File: src/rtl/oam_dma.sv
// -----------------------------------------------------------------------------
// oam_dma -- sprite attribute (OAM) DMA engine.
//
// A CPU write to DMA_REG_ADDR latches a source page and copies XFER_LEN bytes
// from {page,8'h00} onwards into OAM starting at OAM_BASE. Each byte is copied
// as a read request followed by a write request on a simple req/ack master bus.
//
// Master bus handshake: m_req is high while a request is outstanding. m_addr,
// m_we and m_wdata are held stable until the cycle in which m_ack is sampled
// high; that edge completes the request. For reads, m_rdata is sampled on that
// same edge. Wait states are unlimited.
//
// Optional feature: define OAM_DMA_CPU_BLOCK_EN to raise cpu_stall for CPU
// accesses outside high RAM (FF80-FFFE) and the DMA register while busy. With
// the macro undefined cpu_stall is tied low.
//
// Ports:
//   clk, reset            rising-edge clock, synchronous active-high reset
//   cpu_addr/cpu_wdata    CPU access address / write data
//   cpu_we/cpu_re         single-cycle CPU write / read strobes
//   cpu_rdata/cpu_rvalid  registered read response (next cycle)
//   m_req/m_we/m_addr/m_wdata  master request (registered)
//   m_rdata/m_ack         master read data / request completion
//   busy                  transfer in progress (RD or WR)
//   done                  one-cycle pulse after the final byte is written
//   cpu_stall             CPU access-blocked indication
//   dbg_state             current FSM state (0 idle, 1 read, 2 write)
// -----------------------------------------------------------------------------
module oam_dma #(
    parameter logic [15:0] DMA_REG_ADDR = 16'hFF46,
    parameter logic [15:0] OAM_BASE     = 16'hFE00,
    parameter int          XFER_LEN     = 160
) (
    input  logic        clk,
    input  logic        reset,
    input  logic [15:0] cpu_addr,
    input  logic [7:0]  cpu_wdata,
    input  logic        cpu_we,
    input  logic        cpu_re,
    output logic [7:0]  cpu_rdata,
    output logic        cpu_rvalid,
    output logic        m_req,
    output logic        m_we,
    output logic [15:0] m_addr,
    output logic [7:0]  m_wdata,
    input  logic [7:0]  m_rdata,
    input  logic        m_ack,
    output logic        busy,
    output logic        done,
    output logic        cpu_stall,
    output logic [1:0]  dbg_state
);

    localparam int IW = (XFER_LEN > 1) ? $clog2(XFER_LEN) : 1;
    localparam logic [IW-1:0] LAST_IDX = IW'(XFER_LEN - 1);

    typedef enum logic [1:0] {
        IDLE = 2'd0,
        RD   = 2'd1,
        WR   = 2'd2
    } state_t;

    state_t        state;
    logic [7:0]    src;
    logic [7:0]    page;
    logic [IW-1:0] idx;

    logic          reg_hit;
    logic          start;
    logic [7:0]    start_page;
    logic [IW-1:0] idx_next;

    assign reg_hit  = (cpu_addr == DMA_REG_ADDR);
    assign start    = cpu_we && reg_hit;
    assign idx_next = idx + IW'(1);

    // Echo RAM (E000-FDFF) aliases work RAM 0x2000 lower, so pages E0 and up
    // are folded down before use.
    assign start_page = (cpu_wdata >= 8'hE0) ? (cpu_wdata - 8'h20) : cpu_wdata;

    assign dbg_state = state;

    always_ff @(posedge clk) begin
        if (reset) begin
            state      <= IDLE;
            src        <= 8'h00;
            page       <= 8'h00;
            idx        <= '0;
            m_req      <= 1'b0;
            m_we       <= 1'b0;
            m_addr     <= 16'h0000;
            m_wdata    <= 8'h00;
            busy       <= 1'b0;
            done       <= 1'b0;
            cpu_rvalid <= 1'b0;
            cpu_rdata  <= 8'h00;
        end else begin
            done       <= 1'b0;
            cpu_rvalid <= cpu_re && reg_hit;
            cpu_rdata  <= (cpu_re && reg_hit) ? src : 8'h00;

            if (start) begin
                // A start (or restart) wins over any ack this cycle: the
                // outstanding request is dropped and byte 0 is read next.
                src    <= cpu_wdata;
                page   <= start_page;
                idx    <= '0;
                state  <= RD;
                m_req  <= 1'b1;
                m_we   <= 1'b0;
                m_addr <= {start_page, 8'h00};
                busy   <= 1'b1;
            end else begin
                case (state)
                    RD: begin
                        if (m_ack) begin
                            // m_wdata doubles as the byte holding register.
                            m_wdata <= m_rdata;
                            m_we    <= 1'b1;
                            m_addr  <= OAM_BASE + 16'(idx);
                            state   <= WR;
                        end
                    end
                    WR: begin
                        if (m_ack) begin
                            if (idx == LAST_IDX) begin
                                state <= IDLE;
                                idx   <= '0;
                                m_req <= 1'b0;
                                m_we  <= 1'b0;
                                busy  <= 1'b0;
                                done  <= 1'b1;
                            end else begin
                                idx    <= idx_next;
                                m_we   <= 1'b0;
                                m_addr <= {page, 8'h00} + 16'(idx_next);
                                state  <= RD;
                            end
                        end
                    end
                    default: begin
                        m_req <= 1'b0;
                        busy  <= 1'b0;
                    end
                endcase
            end
        end
    end

`ifdef OAM_DMA_CPU_BLOCK_EN
    // High RAM and the DMA register stay reachable so code can run and
    // restart the transfer while the bus is owned by the DMA.
    assign cpu_stall = busy && (cpu_re || cpu_we)
                       && !((cpu_addr >= 16'hFF80) && (cpu_addr <= 16'hFFFE))
                       && (cpu_addr != DMA_REG_ADDR);
`else
    assign cpu_stall = 1'b0;
`endif

endmodule

File: config.mk
export PLATFORM = sky130hd
export DESIGN_NAME = oam_dma
export DESIGN_NICKNAME = d
export VERILOG_FILES = /design/src/rtl/oam_dma.sv
export SDC_FILE = /design/constraint.sdc
export NUM_CORES = 1
export LEC_CHECK = 0
export BUFFER_PORTS_ARGS = -buffer_cell sky130_fd_sc_hd__buf_2
export CAP_MARGIN = 20
export CORE_AREA = 2 2 69 121
export CTS_BUF_LIST = sky130_fd_sc_hd__clkbuf_8
export CTS_CLUSTER_DIAMETER = 200
export DETAILED_ROUTE_END_ITERATION = 10
export DIE_AREA = 0 0 71 123
export PLACE_DENSITY = 0.57
export SLEW_MARGIN = 30
export SYNTH_ARGS = -nofsm -noshare
export SYNTH_HDL_FRONTEND = slang
export SYNTH_SLANG_ARGS = --single-unit
File: constraint.sdc
create_clock -name clk -period 3.7 [get_ports clk]
set_input_delay 0.37 -clock clk [delete_from_list [all_inputs] [get_ports clk]]
set_output_delay 0.37 -clock clk [all_outputs]
set_load 0.005 [all_outputs]
---- Word-level counts from Yosys, hierarchy flattened ----
Index checks and enable logic that the tools add are counted.
word-level totals
  flip-flop bits (word level) ............. 62
  input port bits ......................... 37
operators by class
  add/subtract/negate cells ............... 4
  magnitude comparators ................... 1
  equality and inequality tests ........... 12
  muxes and demuxes ....................... 20
  bitwise gates (word level) .............. 4
  reduce and logical (&&, ||, !) cells .... 14
operators by type and width
  cell                                                      number
  2-to-1 mux 16 bit                                         4
  case mux 16 bit (2 select lines)                          1
  adder 16 x 8 -> 16 bit                                    1
  == test 16 bit, second input constant                     1
  2-to-1 mux 8 bit                                          2
  inequality test 3 bit, second input constant              4
  AND reduction 3 bit                                       4
  adder 10 x 9 -> 11 bit, first input constant              1
  adder 8 x 1 -> 8 bit, second input constant               1
  == test 8 bit, second input constant                      1
  greater-or-equal comparator 8 bit, second input constant  1
  2-to-1 mux 1 bit                                          8
  inequality test 2 bit, second input constant              4
  AND reduction 4 bit                                       2
  subtractor 8 x 6 -> 8 bit, second input constant          1
  2-to-1 mux 2 bit                                          2
  inverter 1 bit                                            4
  case mux 1 bit (2 select lines)                           2
  case mux 2 bit (2 select lines)                           1
  OR reduction 2 bit                                        2
  OR reduction 4 bit                                        1
  nonzero test 3 bit                                        1
  == test 2 x 1 -> 1 bit, second input constant             1
  == test 2 bit, second input constant                      1
  3 further kinds                                           4

---- Logic depth before layout (Yosys ltp) ----
  depth after elaboration ................. 6
  mapped depth ............................ 6

---- Least setup slack after synthesis ----
OpenSTA, ideal clock, no wires.
  kind .................................... reg2reg
  from .................................... register idx[5]
  to ...................................... register m_addr[13]
  setup time .............................. 0.132 ns
  arrival ................................. 1.536 ns
  data required time ...................... 3.568 ns
  path slack .............................. 2.031 ns
  cell stages (with the launch flop) ...... 7
  period minus slack after synthesis ...... 1.669 ns
  cell sequence ........................... dfxtp_1 > buf_6 > or4b_4 > o221a_4 > buf_6 > o221ai_1 > a21oi_1
between the ends
  cells in the longest elaborated chain, start to end .. 6
RTL lines
  item                              RTL line  text
  from (decl)                       66        logic [IW-1:0] idx;
  from (signal assigned)            134       idx <= idx_next;
  adder 8 x 1 -> 8 bit              75        assign idx_next = idx + IW'(1);
  adder 16 x 8 -> 16 bit            136       m_addr <= {page, 8'h00} + 16'(idx_next);
  2-to-1 mux 16 bit                 126       if (idx == LAST_IDX) begin
  2-to-1 mux 16 bit                 125       if (m_ack) begin
  case mux 16 bit (2 select lines)  114       case (state)
  2-to-1 mux 16 bit                 102       if (start) begin
  to (signal assigned)              111       m_addr <= {start_page, 8'h00};
  to (signal assigned)              120       m_addr <= OAM_BASE + 16'(idx);
  to (signal assigned)              136
  to (decl)                         44        output logic [15:0] m_addr,
Several ways; a longest one is shown, not always the timed one. The select of a mux whose other input is x is not followed.
A chain may end at the register's enable or synchronous reset.

---- Worst setup path in the final report ----
  from .................................... input port cpu_addr[0]
  to ...................................... register done
between the ends
  cells in the longest elaborated chain, start to end .. 3
RTL lines
  item                          RTL line  text
  from (decl)                   36        input logic [15:0] cpu_addr,
  == test 16 bit                73        assign reg_hit = (cpu_addr == DMA_REG_ADDR);
  logical AND 1 bit             74        assign start = cpu_we && reg_hit;
  OR reduction 4 bit (no line)  --
  to (signal assigned)          94        done <= 1'b0;
  to (signal assigned)          98        done <= 1'b0;
  to (signal assigned)          132       done <= 1'b1;
  to (decl)                     49        output logic done,
No other way between the ends.

==> metrics.cfg <==
[synth]
async_flop_share_pct = 0
yosysTopAreaCellShare_pct = 44.9
yosys.area.top_type = dfxtp_1
synth_area_leaders = dfxtp_1, mux2i_1, a21oi_1
ys_types = 51
synth_edf_count = 0
yosys_warnings = 0
synthCells = 273
synth_fp_nets = 312
ys_seq_area_share_pct = 44.9
ys_ff_latch = 56
avgSynthCellArea_sq_um = 9.14
ys_dominant_reg_cell = dfxtp_1
synth_area_sq_um = 2500

[critical_path]
critical_path_class = in2reg
max_stage_delay_ps = 770
cp_max_fo = 17
path_cells = buf_2 > nor4b_1 > nand3_1 > o21ai_2 > nor4_1
cp.required_ps = 3880
cp-start-kind = input pin
end_kind = register
crit_buf_inv = 1
crit_slowest_cell = o21ai_2
cp_data_arrival_time_ps = 2220
reg2regPathDepth = 5
cp_num_cells = 5
path_delay_family = simple AND/OR/NAND/NOR gates

[place]
port_buffers = 75
postPlaceCellArea_sq_um = 2830
hpwl_microns = 4580
routabilityCongestion = 0.793

[pwr]
power.total_uw = 1080
ir_worst_vdd_uv = 175
p_sw_uw = 225
power_frac_clock_pct = 40.6
swShare_pct = 20.8
power_density_nw_per_um2 = 367
leakagePower_uw = 0.00121
comb_power_share_pct = 3.9
seqPwrFrac_pct = 55.5
internal_power_uw = 859

[global_route]
grt_antenna_before_repair = 0
grt_first_pass_wirelength_microns = 9800
grt_overflow_total = 0
grt_max_degree = 25
track_usage_pct = 14.6
grt_pass1_vias = 2032

[route]
first_iter_violations = 71
totalWireLength_microns = 6120
vias = 2123
postRouteAntennaNets = 0
wl_per_cell_microns = 14.5
via_per_inst = 5.02
drc = 0
firstDrtPassIters = 4

[job]
cap_violations = 0

[timing]
rsz0062_at_grt = no
relSlewSlack_pct = 49.3
fin_worst_skew_ps = 9.88
timing.fmax_ghz = 0.488
finalSetupViolCount = 0
finalCritPeriodShare_pct = 55.3
drv_slew = 0
fin_setup_tns_ps = 0
worst_pin_slew_ps = 760
hold_viol_final = 0
timing.hold.ws_ps = 278
fin_crit_ps = 2050

[clocking]
cts_hold_buf = 0
cts_resized = 0
ctsHtreeMaxLevel = 2
clock-root-buffer = clkbuf_8
clkLatencyLatePin_ps = 320
cts_tree = yes
path_clk_slew_ps = 100
cts_buffers = 5
post_cts_buffers = 0
numClockSinks = 56
cts_max_path_buffers = 2

[status]
status = complete, no violations

[floorplan]
rows = 43
start_util_pct = 32.0
coreArea_sq_um = 7800
die_h_microns = 123
die_x_microns = 71
boundaryPins = 77
die_area_sq_um = 8730

[min_path]
min_path_type = in2reg
min_path_cells = 3

[finish]
antenna_cells = 0
syn_to_final_growth_pct = 18.2
finalNetCount = 371
final_util_pct = 37.8
drive_above_1_share_pct = 28.2
final_area_sq_um = 2950

## layer usage
metal  up-vias  global-route usage [%]  wire [microns]
met5         -                       0               0
met4         0                    7.67             178
met3        10                    3.75             280
met2        54                    27.0            3320
met1       970                    14.6            2340
li1       1089                       -               -
## cells by family after synthesis
logic type / synth area share, %
and+or+nand+nor: 20.7
AOI/OAI and AO/OA: 18.0
DFF: 44.9
buffers and inverters: 6.97
muxes: 4.81
xor gates and xnor gates: 3.51
adders and majority gates: 1.00
other: 0.150
## synth_stat cells (5+ instances only)
cell / n
clkbuf_1: 9
and4_1: 5
xor2_1: 8
nand4_1: 6
a21oi_1: 20
dfxtp_1: 56
a211oi_1: 7
nand2_1: 24
mux2i_1: 12
nor2_1: 21
and2_1: 9
o21ai_0: 18
nand3_1: 16
## registers in the layout, summed over array words and instances, names as in the netlist
signal	count
m_addr	16
cpu_rdata	8
idx	8
m_wdata	8
src	8
page	3
busy	1
cpu_rvalid	1
dbg_state	1
done	1
m_we	1
## cells in the final DEF, fill, tap and decap left out, types with 2 or more instances in the layout
cell type	instances
buf_2	75
mux2i_1	12
o221ai_1	3
o21ai_0	18
o32ai_1	4
o21ai_2	2
nand4_1	6
nand2_1	24
a211o_1	3
and4_1	5
and2_1	9
dfxtp_1	56
and2b_2	2
a31oi_1	2
nor2_1	21
xor2_1	8
a21oi_1	20
a211oi_1	7
clkbuf_8	7
nand3_1	16
inv_1	4
xnor2_1	2
ha_1	2
## final cells by class
class	instances	area (sq um)
Timing Repair Buffer	75	375
Fill cell	804	4850
Tap cell	90	113
Sequential cell	56	1120
Clock buffer	7	96.3
Inverter	4	15.0
Multi-Input combinational cell	190	1200
Clock inverter	1	30.0
## metrics by stage
| step | worst slack [ps] | cells |
|---|---|---|
| after floorplan | 2030 | 273 |
| after global placement | 1290 | 415 |
| after detailed placement | 1240 | 415 |
| after CTS | 1600 | 423 |
| after global routing | 1450 | 423 |
| final | 1650 | 423 |
## final timing paths
path                                   from          to  slack, ps
worst min register to register   m_wdata[6]  m_wdata[6]        460
worst min-delay path             m_rdata[3]  m_wdata[3]        280
worst max register to register       idx[0]      idx[7]       1890
worst max-delay path            cpu_addr[0]        done       1650
## power groups by stage
| stage | clock network, uW | logic, uW | registers [uW] |
|---|---|---|---|
| global route | 475 | 46.6 | 602 |
| finish | 440 | 42.0 | 602 |
| global placement | 0 | 41.3 | 616 |
| floorplan | 0 | 19.2 | 616 |
| detailed placement | 0 | 42.8 | 616 |
| CTS | 456 | 42.7 | 602 |
## worst register-to-register path, stage by stage, from the launching register on
cell	delay, ps
dfxtp_1	430
ha_1	310
and4_1	420
a21oi_1	210
a21o_1	230
o2111a_1	120
(Power assumes the default switching activity.)
